## config.mk

```make
export PLATFORM = sky130hd
export DESIGN_NAME = tlc_safety_monitor
export DESIGN_NICKNAME = d
export VERILOG_FILES = /design/src/rtl/tlc_safety_monitor.sv
export SDC_FILE = /design/constraint.sdc
export NUM_CORES = 1
export LEC_CHECK = 0
export CORE_AREA = 2 2 92 94
export DETAILED_ROUTE_END_ITERATION = 8
export DIE_AREA = 0 0 94 96
export PLACE_DENSITY = 0.8
export SLEW_MARGIN = 20
export SYNTH_ARGS = -nofsm -noshare
export SYNTH_HDL_FRONTEND = slang
export SYNTH_SLANG_ARGS = --single-unit
export TNS_END_PERCENT = 5
```

## constraint.sdc

```tcl
create_clock -name clk -period 5.3 [get_ports clk]
set_input_delay 0.795 -clock clk [delete_from_list [all_inputs] [get_ports clk]]
set_output_delay 0.795 -clock clk [all_outputs]
set_load 0.05 [all_outputs]
```

## src/rtl/tlc_safety_monitor.sv

```systemverilog
// tlc_safety_monitor: safety stage placed after the traffic light controller.
// Samples the four controller lamp buses, passes legal patterns through with a
// 2-cycle latency and latches a sticky fault (flashing red on every head) on any
// illegal encoding, conflicting greens, illegal colour step, short yellow or stall.
// Leaving FAULT needs fault_clr followed by an all-red STARTUP interval.
//
// Ports:
//   clk, rst                 clock (rising edge), asynchronous active-low reset
//   L2R_in..R2L_in [2:0]     controller lamp buses (001 green, 010 yellow, 100 red)
//   fault_clr                single-cycle request to leave FAULT
//   L2R_out..R2L_out [2:0]   registered lamp drive, same encoding, 000 = dark
//   fault                    high while in FAULT
//   fault_code [2:0]         latched cause: 1 enc, 2 conflict, 3 seq, 4 short yellow, 5 stall
//   mon_state [1:0]          0 STARTUP, 1 RUN, 2 FAULT
module tlc_safety_monitor #(
  parameter int unsigned MIN_Y      = 3,
  parameter int unsigned WDOG_CYC   = 16,
  parameter int unsigned FLASH_HALF = 4,
  parameter int unsigned ALLRED_CYC = 4
) (
  input  logic       clk,
  input  logic       rst,
  input  logic [2:0] L2R_in,
  input  logic [2:0] D2R_in,
  input  logic [2:0] L2D_in,
  input  logic [2:0] R2L_in,
  input  logic       fault_clr,
  output logic [2:0] L2R_out,
  output logic [2:0] D2R_out,
  output logic [2:0] L2D_out,
  output logic [2:0] R2L_out,
  output logic       fault,
  output logic [2:0] fault_code,
  output logic [1:0] mon_state
);

  typedef enum logic [1:0] {StStartup = 2'd0, StRun = 2'd1, StFault = 2'd2} state_e;

  localparam logic [2:0] Green  = 3'b001;
  localparam logic [2:0] Yellow = 3'b010;
  localparam logic [2:0] Red    = 3'b100;
  localparam logic [2:0] Dark   = 3'b000;

  localparam logic [7:0] MinY         = 8'(MIN_Y);
  localparam logic [7:0] WdogCyc      = 8'(WDOG_CYC);
  localparam logic [7:0] FlashHalfM1  = 8'(FLASH_HALF - 1);
  localparam logic [7:0] AllredCycM1  = 8'(ALLRED_CYC - 1);

  // Bus index: 0 = L2R, 1 = D2R, 2 = L2D, 3 = R2L.
  logic [3:0][2:0] in_bus, s_q, p_q, out_q, out_d;
  logic [3:0][7:0] ycnt_q, ycnt_d;
  logic [7:0]      stall_q, stall_d, acnt_q, acnt_d, fcnt_q, fcnt_d;
  logic            phase_q, phase_d;
  logic [2:0]      code_q, code_d, viol_code;
  logic            enc_err, conf_err, seq_err, shorty_err, stall_err, viol, clr;
  state_e          state_q, state_d;

  assign in_bus = {R2L_in, L2D_in, D2R_in, L2R_in};

  function automatic logic [7:0] sat_inc(input logic [7:0] v);
    return (v == 8'hFF) ? v : v + 8'd1;
  endfunction

  // Safety checks on the sample S and previous sample P.
  always_comb begin
    enc_err    = 1'b0;
    seq_err    = 1'b0;
    shorty_err = 1'b0;
    for (int i = 0; i < 4; i++) begin
      if (!(s_q[i] == Green || s_q[i] == Yellow || s_q[i] == Red)) enc_err = 1'b1;
      if (s_q[i] != p_q[i] &&
          !((p_q[i] == Green  && s_q[i] == Yellow) ||
            (p_q[i] == Yellow && s_q[i] == Red)    ||
            (p_q[i] == Red    && s_q[i] == Green))) seq_err = 1'b1;
      // ycnt_q holds the number of completed yellow cycles of the run just ended.
      if (p_q[i] == Yellow && s_q[i] != Yellow && ycnt_q[i] < MinY) shorty_err = 1'b1;
    end
    conf_err  = (s_q[1] != Red && (s_q[0] != Red || s_q[2] != Red || s_q[3] != Red)) ||
                (s_q[3] != Red && s_q[2] != Red);
    stall_err = (stall_q >= WdogCyc);
    if (enc_err)         viol_code = 3'd1;
    else if (conf_err)   viol_code = 3'd2;
    else if (seq_err)    viol_code = 3'd3;
    else if (shorty_err) viol_code = 3'd4;
    else if (stall_err)  viol_code = 3'd5;
    else                 viol_code = 3'd0;
    viol = (viol_code != 3'd0);
  end

  // Next-state logic.
  always_comb begin
    state_d = state_q;
    case (state_q)
      StStartup: begin
        if (viol)                       state_d = StFault;
        else if (acnt_q >= AllredCycM1) state_d = StRun;
      end
      StRun:   if (viol)      state_d = StFault;
      StFault: if (fault_clr) state_d = StStartup;
      default:                state_d = StStartup;
    endcase
  end

  // Output register and counter next values.
  always_comb begin
    clr     = (state_q == StFault) && fault_clr;
    out_d   = {Red, Red, Red, Red};
    fcnt_d  = fcnt_q;
    phase_d = phase_q;
    code_d  = code_q;

    for (int i = 0; i < 4; i++) begin
      ycnt_d[i] = (clr || s_q[i] != Yellow) ? 8'd0 : sat_inc(ycnt_q[i]);
    end
    stall_d = (clr || s_q != p_q) ? 8'd0 : sat_inc(stall_q);
    acnt_d  = (state_q == StStartup && state_d == StStartup) ? sat_inc(acnt_q) : 8'd0;

    case (state_d)
      StRun: out_d = s_q;
      StFault: begin
        if (state_q != StFault) begin
          // Entering FAULT: latch the cause, start the flash with red lit.
          code_d  = viol_code;
          fcnt_d  = 8'd0;
          phase_d = 1'b1;
        end else if (fcnt_q >= FlashHalfM1) begin
          fcnt_d  = 8'd0;
          phase_d = ~phase_q;
        end else begin
          fcnt_d  = fcnt_q + 8'd1;
        end
        out_d = phase_d ? {Red, Red, Red, Red} : {Dark, Dark, Dark, Dark};
      end
      default: begin
        if (clr) begin
          code_d  = 3'd0;
          fcnt_d  = 8'd0;
          phase_d = 1'b0;
        end
      end
    endcase
  end

  always_ff @(posedge clk or negedge rst) begin
    if (!rst) begin
      state_q <= StStartup;
      s_q     <= {Red, Red, Red, Red};
      p_q     <= {Red, Red, Red, Red};
      out_q   <= {Red, Red, Red, Red};
      ycnt_q  <= '0;
      stall_q <= 8'd0;
      acnt_q  <= 8'd0;
      fcnt_q  <= 8'd0;
      phase_q <= 1'b0;
      code_q  <= 3'd0;
    end else begin
      state_q <= state_d;
      s_q     <= in_bus;
      p_q     <= s_q;
      out_q   <= out_d;
      ycnt_q  <= ycnt_d;
      stall_q <= stall_d;
      acnt_q  <= acnt_d;
      fcnt_q  <= fcnt_d;
      phase_q <= phase_d;
      code_q  <= code_d;
    end
  end

  assign L2R_out    = out_q[0];
  assign D2R_out    = out_q[1];
  assign L2D_out    = out_q[2];
  assign R2L_out    = out_q[3];
  assign fault      = (state_q == StFault);
  assign fault_code = code_q;
  assign mon_state  = state_q;

endmodule

```

* Word level (Yosys, flattened, before mapping)
Cells that the tools add are included.
Widths: inputs -> output; s select.
** Storage, ports and cells
- Input bits :: 15
- Register bits after elaboration :: 98
** Operators by class
- Order comparisons :: 7
- Add/sub/neg operators :: 7
- Reductions and logical operators :: 62
- Bitwise logic cells :: 2
- Mux-type cells :: 48
- Equal/unequal tests :: 55
** Operators with widths (count)
- $mux 8 :: 15
- $add 8x1->8 const B :: 7
- $eq 8x8->1 const B :: 6
- $lt 8x2->1 const B :: 4
- $logic_and 1x1->1 :: 28
- $eq 3x1->1 const B :: 8
- $eq 3x2->1 const B :: 8
- $eq 3x3->1 const B :: 8
- $logic_or 1x1->1 :: 24
- $pmux 12 s2 :: 1
- $mux 3 :: 7
- $ge 8x2->1 const B :: 2
- $mux 1 :: 16
- $ne 2x2->1 const B :: 8
- $pmux 8 s2 :: 1
- $mux 12 :: 1
- $ne 12x12->1 :: 1
- $ne 3x2->1 const B :: 4
- $ne 3x3->1 :: 4
- $ne 3x3->1 const B :: 4
- $ge 8x5->1 const B :: 1
- $mux 2 :: 4
- $pmux 2 s3 :: 1
- $pmux 3 s2 :: 1
- other kinds (10) :: 17

* Logic depth before layout (Yosys ltp)
Gate-level depths: netlist (run 1).
- Depth in word-level cells :: 20
- Gate-level depth with buffers :: 14

* Worst setup path after synthesis (run 1)
Ideal clock, no wire load.
- Path kind :: flip-flop to flip-flop
- From :: reg state_q[1] (netlist: mon_state[1])
- To :: reg fcnt_q[7]
- Path slack :: 2.128 ns
- Arrival :: 3.100 ns
- Buffers on the path :: 1
- Required time :: 5.229 ns
- Cell stages (with the launch flop) :: 13
- Clock period less this slack :: 3.172 ns
- Path through :: dfrtp_1 > nor2b_1 > clkbuf_1 > nand2b_1 > and2_1 > a41oi_1 > ha_1 > inv_1 > a21oi_1 > and3_1 > and4_1 > a31oi_1 > nor2_1
** Between the ends
- Elaborated cells on any way between the ends :: 17
** RTL lines
- start, declared :: line 56 : state_e state_q, state_d;
- start signal, assigned :: line 146 : state_q <= StStartup;
- start signal, assigned :: line 157 : state_q <= state_d;
- $eq 2x2->1 (*)
- named net fault :: line 32 : output logic fault,
- $pmux 2 s3 (*) :: line 93 : case (state_q)
- named net state_d[1] :: line 56
- $eq 2x2->1 or $eq 2x1->1 (tied branches) :: line 118 : case (state_d)
- $reduce_bool 2->1 (no source line) or $not 1->1 (tied branches)
- $reduce_and 2->1 (no source line)
- end signal, assigned :: line 164 : fcnt_q <= fcnt_d;
- end, declared :: line 52 : logic [7:0] stall_q, stall_d, acnt_q, acnt_d, fcnt_q, fcnt_d;
The timed path passes the listed nets; every way through them passes the cells marked *.
A chain may end at the register's enable or synchronous reset.

* Final worst setup path (run 1)
- From :: reg p_q[5] (netlist bit)
- To :: reg fcnt_q[7]
** Between the ends
- Longest elaborated chain between the ends :: 18
- Elaborated cells on any way between the ends :: 33
** RTL lines
- start, declared :: line 50 : logic [3:0][2:0] in_bus, s_q, p_q, out_q, out_d;
- start signal, assigned :: line 148 : p_q <= {Red, Red, Red, Red};
- start signal, assigned :: line 159 : p_q <= s_q;
- $eq 3x1->1 or $eq 3x2->1 (tied branches) :: line 72, 73, 76
- $logic_and 1x1->1 (on tied branches) :: line 72, 73
- $logic_or 1x1->1 :: line 72 : !((p_q[i] == Green && s_q[i] == Yellow) ||
- $logic_or 1x1->1 :: line 73 : (p_q[i] == Yellow && s_q[i] == Red) ||
- $logic_not 1->1 :: line 72
- $logic_and 1x1->1 :: line 71 : if (s_q[i] != p_q[i] &&
- $mux 1 (3 in series) :: line 71
- $mux 3 (*) :: line 83 : else if (seq_err) viol_code = 3'd3;
- $mux 3 (*) :: line 82 : else if (conf_err) viol_code = 3'd2;
- $mux 3 (*) :: line 81 : if (enc_err) viol_code = 3'd1;
- $reduce_bool 3->1 (*) :: line 87 : viol = (viol_code != 3'd0);
- $mux 2 (on tied branches) :: line 98, 95
- $pmux 2 s3 (*) :: line 93
- named net state_d[0] :: line 56
- $eq 2x2->1 or $eq 2x1->1 (tied branches) :: line 118
- $reduce_bool 2->1 (no source line) or $not 1->1 (tied branches)
- $reduce_and 2->1 (no source line)
Marked as above.

==> results.toml, run 1 <==
[global_route]
grt_start_max_net_pins = 51
grt_antenna_before_repair = 0
first_pass_grt_wire_length_um = 15100
grt.overflow.total = 0
overall_track_demand_over_capacity_in_global_routing_pct = 21.4
grt_pass1_vias = 3330

[setup_path]
critPathLaunchType = "register"
wp_data_required_ps = 5540
worst-path-max-fanout = 17
endpoint_kind_of_the_worst_setup_timing_path = "register"
crit_type = "reg -> reg"
critical_path.slowest_cell = "sky130_fd_sc_hd__dfstp_2"
timing.critical_path.cells = "nor4bb_1 > nor2_1 > o31ai_1 > o22ai_1 > nor3_2 > and4_1 > ha_1 > a21oi_1 > and3_1 > and4_1 > a31oi_1 > nor2_1"
timing.rr.end = "fcnt_q[7]"
crit_path_max_incr_delay_ps = 570
rrSetupSlack_ps = 1850
worst_setup_path_startpoint = "p_q[5]"
regToRegStartpoint = "p_q[5]"
worst_r2r_path_depth = 12
worstPathArrival_ps = 3690

[synth]
mappedNetlistNets = 491
ys_ff_latch = 98
synth-async-reset-ratio_pct = 100
postSynth.topFlopCell = "sky130_fd_sc_hd__dfrtp_1"
netlist_instances = 465
synth.distinct_cells = 54
synth.avg_cell_area_um2 = 10.2
mappedNetlistArea_um2 = 4730
synth_sequential_area_ratio_pct = 52.2
yosys_warning_count = 0
number_of_enable_type_register_cells_in_the_synthesized_netlist = 0

[clock_tree]
clock-sinks = 98
cts.repair.resized = 0
clkSlewWorstSetupHoldPaths_ps = 80
clock_path_buffers = 2
postCtsSetupBuffers = 0
ctsHtreeMaxLevel = 3
hold_buffers = 0
cts_inserted_buffers = 9
clock_tree.root_cell = "sky130_fd_sc_hd__clkbuf_8"
cts_tree = "yes"
worstSkewPairLatency_ps = 360

[routing]
drt_first_pass_iters = 4
via_per_inst = 5.76
dr_total_vias = 3484
drtAntennaViolNets = 0
detail_route.wl_per_cell_um = 14.5
routed_wl_um = 8770
drcViolationCount = 0
dr.first_iter.drc_count = 182

[timing]
layout_setup_ws_ps = 1850
rsz0062_at_grt = "no"
report.final.setup_viol = 0
finalSetupTns_ps = 0
worst_clock_skew_ps = 9.10
fmax_mhz = 289
report.final.hold_viol_count = 0
max_slew_violation_count = 0
final_period_minus_worst_setup_slack_ps = 3450
max_slew.worst_pin.slew_ps = 600
timing.final.crit_share_pct = 65.2
max_slew_margin_pct = 60.0
hold_ws_ps = 412

[power_and_ir_drop]
clock_share_of_power_pct = 28.6
share_comb_of_total_power_pct = 23.0
cellPowerDensity_nw_per_um2 = 332
peakVddDrop_mv = 0.218
share_seq_of_total_power_pct = 48.4
power_report.internal_total_w = 0.00122
switching_share_pct = 30.8
power.leakage_nw = 2.36
switching_power_total_w = 0.000543

[job]
max_cap_violations = 0

[die]
fp.dieArea_um2 = 9020
ioPinCount = 33
placement_rows = 33
floorplan.initialDensity_pct = 58.7
dieWidth_um = 94
core_area_um2 = 8050
vert_die_dim_um = 96

[place]
place_inst = 591
dp_hpwl_um = 6240
pre_cts_slack_ps = 1850
port_buffers = 32
gpl_congestion = 0.821

[cells_and_area]
finish.cell_count_without_fillers = 605
antenna-diode-count = 0
num-fill-cells = 652
final_common_cell = "sky130_fd_sc_hd__dfrtp_1"
syn2layout_area_growth_pct = 12.6
multi_input_gate_area_um2 = 2170
ff_latch_area_um2 = 2470
drive_above_1_share_pct = 7.60
nNetsFinal = 523
layout.cells.most_common_list = "sky130_fd_sc_hd__dfrtp_1 (86), sky130_fd_sc_hd__nor2_1 (63), sky130_fd_sc_hd__nand2_1 (43)"

[hold_path]
min_delay_worst_endpoint = "p_q[2]"
min_from = "s_q[2]"
holdPathStages = 0
worst_hold_path_type = "reg -> reg"

[status]
status = "finished clean"
==> cell families (layout without fill, tap and decap cells) <==
| logic type | Yosys count | in the layout | share of synthesized area, % |
|---|---|---|---|
| simple gates | 241 | 241 | 27.8 |
| flops | 98 | 98 | 52.2 |
| compound gates | 58 | 58 | 7.94 |
| xor+xnor | 32 | 32 | 5.93 |
| buf+inv | 19 | 54 | 1.96 |
| fa+ha+maj | 11 | 11 | 2.91 |
| mux | 6 | 6 | 1.27 |
==> layer usage <==
layer / wire length, µm / GRT usage [%]
met4: 115 / 7.73
met5: 0 / 0
met1: 4050 / 29.2
met2: 4260 / 34.9
met3: 342 / 3.37
==> sequential cells by signal, summed over array words and instances (netlist names), 8 cells and up <==
| register | cells |
|---|---|
| fcnt_q | 8 |
| s_q | 12 |
| acnt_q | 8 |
| ycnt_q | 32 |
| stall_q | 8 |
| p_q | 12 |
==> worst max-delay path by stage <==
stage | slack, ps | cells past startpoint | end
after detailed placement | 1850 | 12 | fcnt_q[7]
after floorplan | 2130 | 12 | fcnt_q[7]
after CTS | 1840 | 12 | fcnt_q[7]
after global routing | 1540 | 12 | fcnt_q[7]
after global placement | 2060 | 12 | fcnt_q[7]
final | 1850 | 12 | fcnt_q[7]
==> metrics by stage <==
stage	total power, W	utilization (%)	cell area (µm²)
detailed placement	0.00128	63.6	5120
global placement	0.00127	63.6	5120
CTS	0.00179	66.1	5320
finish	0.00177	66.1	5320
floorplan	0.00115	-	4730
global route	0.00186	66.1	5320
==> synthesized netlist by cell type (3+ instances only) <==
cell	instances	area, µm²
sky130_fd_sc_hd__a211oi_1	4	30.0
sky130_fd_sc_hd__a21o_1	3	22.5
sky130_fd_sc_hd__a21oi_1	9	45.0
sky130_fd_sc_hd__a31oi_1	6	37.5
sky130_fd_sc_hd__and2_1	12	75.1
sky130_fd_sc_hd__and3_1	19	119
sky130_fd_sc_hd__buf_2	5	25.0
sky130_fd_sc_hd__clkbuf_1	5	18.8
sky130_fd_sc_hd__dfrtp_1	86	2150
sky130_fd_sc_hd__dfstp_2	12	315
sky130_fd_sc_hd__ha_1	11	138
sky130_fd_sc_hd__inv_1	7	26.3
sky130_fd_sc_hd__mux2i_1	6	60.1
sky130_fd_sc_hd__nand2_1	43	161
sky130_fd_sc_hd__nand2b_1	3	18.8
sky130_fd_sc_hd__nand3_1	27	135
sky130_fd_sc_hd__nand3b_1	5	37.5
sky130_fd_sc_hd__nand4_1	14	87.6
sky130_fd_sc_hd__nor2_1	63	236
sky130_fd_sc_hd__nor3_1	12	60.1
sky130_fd_sc_hd__nor3b_1	6	45.0
sky130_fd_sc_hd__nor4_1	8	50.1
sky130_fd_sc_hd__nor4bb_1	8	80.1
sky130_fd_sc_hd__o21ai_0	16	80.1
sky130_fd_sc_hd__o31ai_1	5	37.5
sky130_fd_sc_hd__or4_1	3	22.5
sky130_fd_sc_hd__xnor2_1	13	114
sky130_fd_sc_hd__xor2_1	19	166
==> power groups by stage <==
stage / Sequential [W] / Combinational, W / Clock [W]
final: 0.000856 / 0.000406 / 0.000505
after global routing: 0.000865 / 0.000441 / 0.000552
after CTS: 0.000857 / 0.000408 / 0.000520
after detailed placement: 0.000872 / 0.000406 / 0
after global placement: 0.000868 / 0.000399 / 0
after floorplan: 0.000941 / 0.000207 / 0
==> cell type report <==
cell class / instances / area share, %
Clock buffer: 11 / 2.66
Clock inverter: 3 / 1.22
Timing Repair Buffer: 33 / 6.11
Inverter: 7 / 0.494
Tap cell: 105 / 2.47
Sequential cell: 98 / 46.3
Multi-Input combinational cell: 348 / 40.7
==> critical path, delay by kind of cell, from the launching register on <==
kind	cells	cell delay, ps
flops	1	570
fa+ha+maj	1	510
compound gates	4	730
simple gates	7	1530
Note: power is estimated with default switching activity, not from simulation.
==> run 2, diff against run 1 <==
--- a/config.mk
+++ b/config.mk
@@ -5,10 +5,10 @@
 export SDC_FILE = /design/constraint.sdc
 export NUM_CORES = 1
 export LEC_CHECK = 0
-export CORE_AREA = 2 2 92 94
+export CORE_AREA = 2 2 93 95
 export DETAILED_ROUTE_END_ITERATION = 8
-export DIE_AREA = 0 0 94 96
-export PLACE_DENSITY = 0.8
+export DIE_AREA = 0 0 95 97
+export PLACE_DENSITY = 0.78
 export SLEW_MARGIN = 20
 export SYNTH_ARGS = -nofsm -noshare
 export SYNTH_HDL_FRONTEND = slang
==> constraint.sdc (replaced) <==
create_clock -name clk -period 3.4 [get_ports clk]
set_input_delay 0.51 -clock clk [delete_from_list [all_inputs] [get_ports clk]]
set_output_delay 0.51 -clock clk [all_outputs]
set_load 0.05 [all_outputs]
==> run 2 against run 1 <==
Critical path depth is the same; largest cell class unchanged; first-iteration DRC count up 8.8%; global-route usage down 0.63 points; core utilization down 0.15 points; power grew 59%; highest routed layer unchanged.
==> results.toml, run 2 (same netlist as run 1, synthesis figures left out) <==
[status]
status = "finished clean"

[timing]
rsz0062_at_grt = "no"
worst_clock_skew_ps = 15.9
report.final.hold_viol_count = 0
report.final.setup_viol = 0
timing.final.crit_share_pct = 92.8
max_slew.worst_pin.slew_ps = 589
fmax_mhz = 317
max_slew_margin_pct = 60.6
max_slew_violation_count = 0
final_period_minus_worst_setup_slack_ps = 3160
finalSetupTns_ps = 0

[setup_path]
worstPathArrival_ps = 3450
timing.critical_path.cells = "ha_1 > or4_1 > nor4_1 > a31o_2 > nor3_2 > a41oi_1 > ha_2 > inv_1 > a21oi_2 > nand2_1 > nor4b_2 > a22o_1"
endpoint_kind_of_the_worst_setup_timing_path = "register"
critical_path.slowest_cell = "sky130_fd_sc_hd__dfrtp_1"
worst-path-max-fanout = 6
wp_data_required_ps = 3690
critPathLaunchType = "register"
crit_type = "reg -> reg"
crit_path_max_incr_delay_ps = 410

[cells_and_area]
nNetsFinal = 526
syn2layout_area_growth_pct = 13.5
drive_above_1_share_pct = 8.71
num-fill-cells = 638
largest_reg_flops = 32
multi_input_gate_area_um2 = 2170
ff_latch_area_um2 = 2470
antenna-diode-count = 0
final_common_cell = "sky130_fd_sc_hd__dfrtp_1"
largestRegisters = "ycnt_q: 32 flops, p_q: 12 flops, s_q: 12 flops"
largest_register = "ycnt_q"
layout.cells.most_common_list = "sky130_fd_sc_hd__dfrtp_1 (86), sky130_fd_sc_hd__nor2_1 (63), sky130_fd_sc_hd__nand2_1 (43)"

[die]
floorplan.initialDensity_pct = 58.1
fp.dieArea_um2 = 9220
vert_die_dim_um = 97
ioPinCount = 33
core_area_um2 = 8130
dieWidth_um = 95
placement_rows = 33

[routing]
dr.first_iter.drc_count = 198
routed_wl_um = 8870
dr_total_vias = 3518
drtAntennaViolNets = 0
via_per_inst = 5.77
drcViolationCount = 0
detail_route.wl_per_cell_um = 14.5
drt_first_pass_iters = 4

[clock_tree]
cts.repair.resized = 0
postCtsSetupBuffers = 0
hold_buffers = 0
ctsHtreeMaxLevel = 3
clock_path_buffers = 2
clkSlewWorstSetupHoldPaths_ps = 100
cts_inserted_buffers = 9
cts_tree = "yes"
clock_tree.root_cell = "sky130_fd_sc_hd__clkbuf_8"
worstSkewPairLatency_ps = 360
clock-sinks = 98

[place]
gpl_congestion = 0.917
dp_hpwl_um = 6300
port_buffers = 32

[power_and_ir_drop]
peakVddDrop_mv = 0.241
total_power_w = 0.00281
cellPowerDensity_nw_per_um2 = 523
power.leakage_nw = 2.37

[job]
max_cap_violations = 0

[global_route]
grt.overflow.total = 0
grt_antenna_before_repair = 0
first_pass_grt_wire_length_um = 15200
grt_pass1_vias = 3261
overall_track_demand_over_capacity_in_global_routing_pct = 20.7
grt_start_max_net_pins = 48

[hold_path]
worst_hold_path_type = "in -> async"
## run 2: path summary, 6_finish.rpt
path                       slack, ps       endpoint  cells past startpoint  startpoint
max                              240  fault_code[2]                     12  ycnt_q[24]
min                              130      acnt_q[5]                      1         rst
max reg2reg                      240  fault_code[2]                     12  ycnt_q[24]
min reg2reg                      410         p_q[2]                      0      s_q[2]
max in group asynchronous       2460        p_q[11]                      2         rst
min in group clk                 410         p_q[2]                      0      s_q[2]
## run 2: where the power goes
group          internal, W  switching (W)  total (W)
Clock             0.000435       0.000385   0.000820
Combinational     0.000230       0.000421   0.000651
Sequential         0.00126      0.0000719    0.00134
## run 2: layout make-up
type                    count  area share [%]
multi-input cells         348            40.5
clock inverters             4            1.40
inverters                   7           0.490
well taps                 105            2.45
flip-flops and latches     98            46.0
repair buffers             36            6.48
clock buffers              12            2.70
## run 2: routing by layer
layer	routed length, µm	GRT usage (%)	vias up
met5	0	0	-
met4	79	8.03	0
met3	363	3.35	9
met2	4300	32.1	82
met1	4120	29.2	1703
li1	-	-	1724
## run 2: critical path: cells and delay by family, from the launching register on
| family | cells | cell delay, ps |
|---|---|---|
| DFF | 1 | 410 |
| adders and majority gates | 2 | 530 |
| AOI/OAI and AO/OA | 4 | 830 |
| buffers and inverters | 1 | 110 |
| and+or+nand+nor | 5 | 1220 |
## run 2: through the flow
step                      hold WS [ps]  worst slack (ps)  util, %  area [µm²]  instances
after floorplan                    214               228        -        4730        465
after global placement             403               331     63.2        5140        594
after detailed placement           402               196     63.2        5140        594
after CTS                          145               153     65.9        5360        610
after global routing               169             0.865     66.0        5370        610
final                              129               244     66.0        5370        610
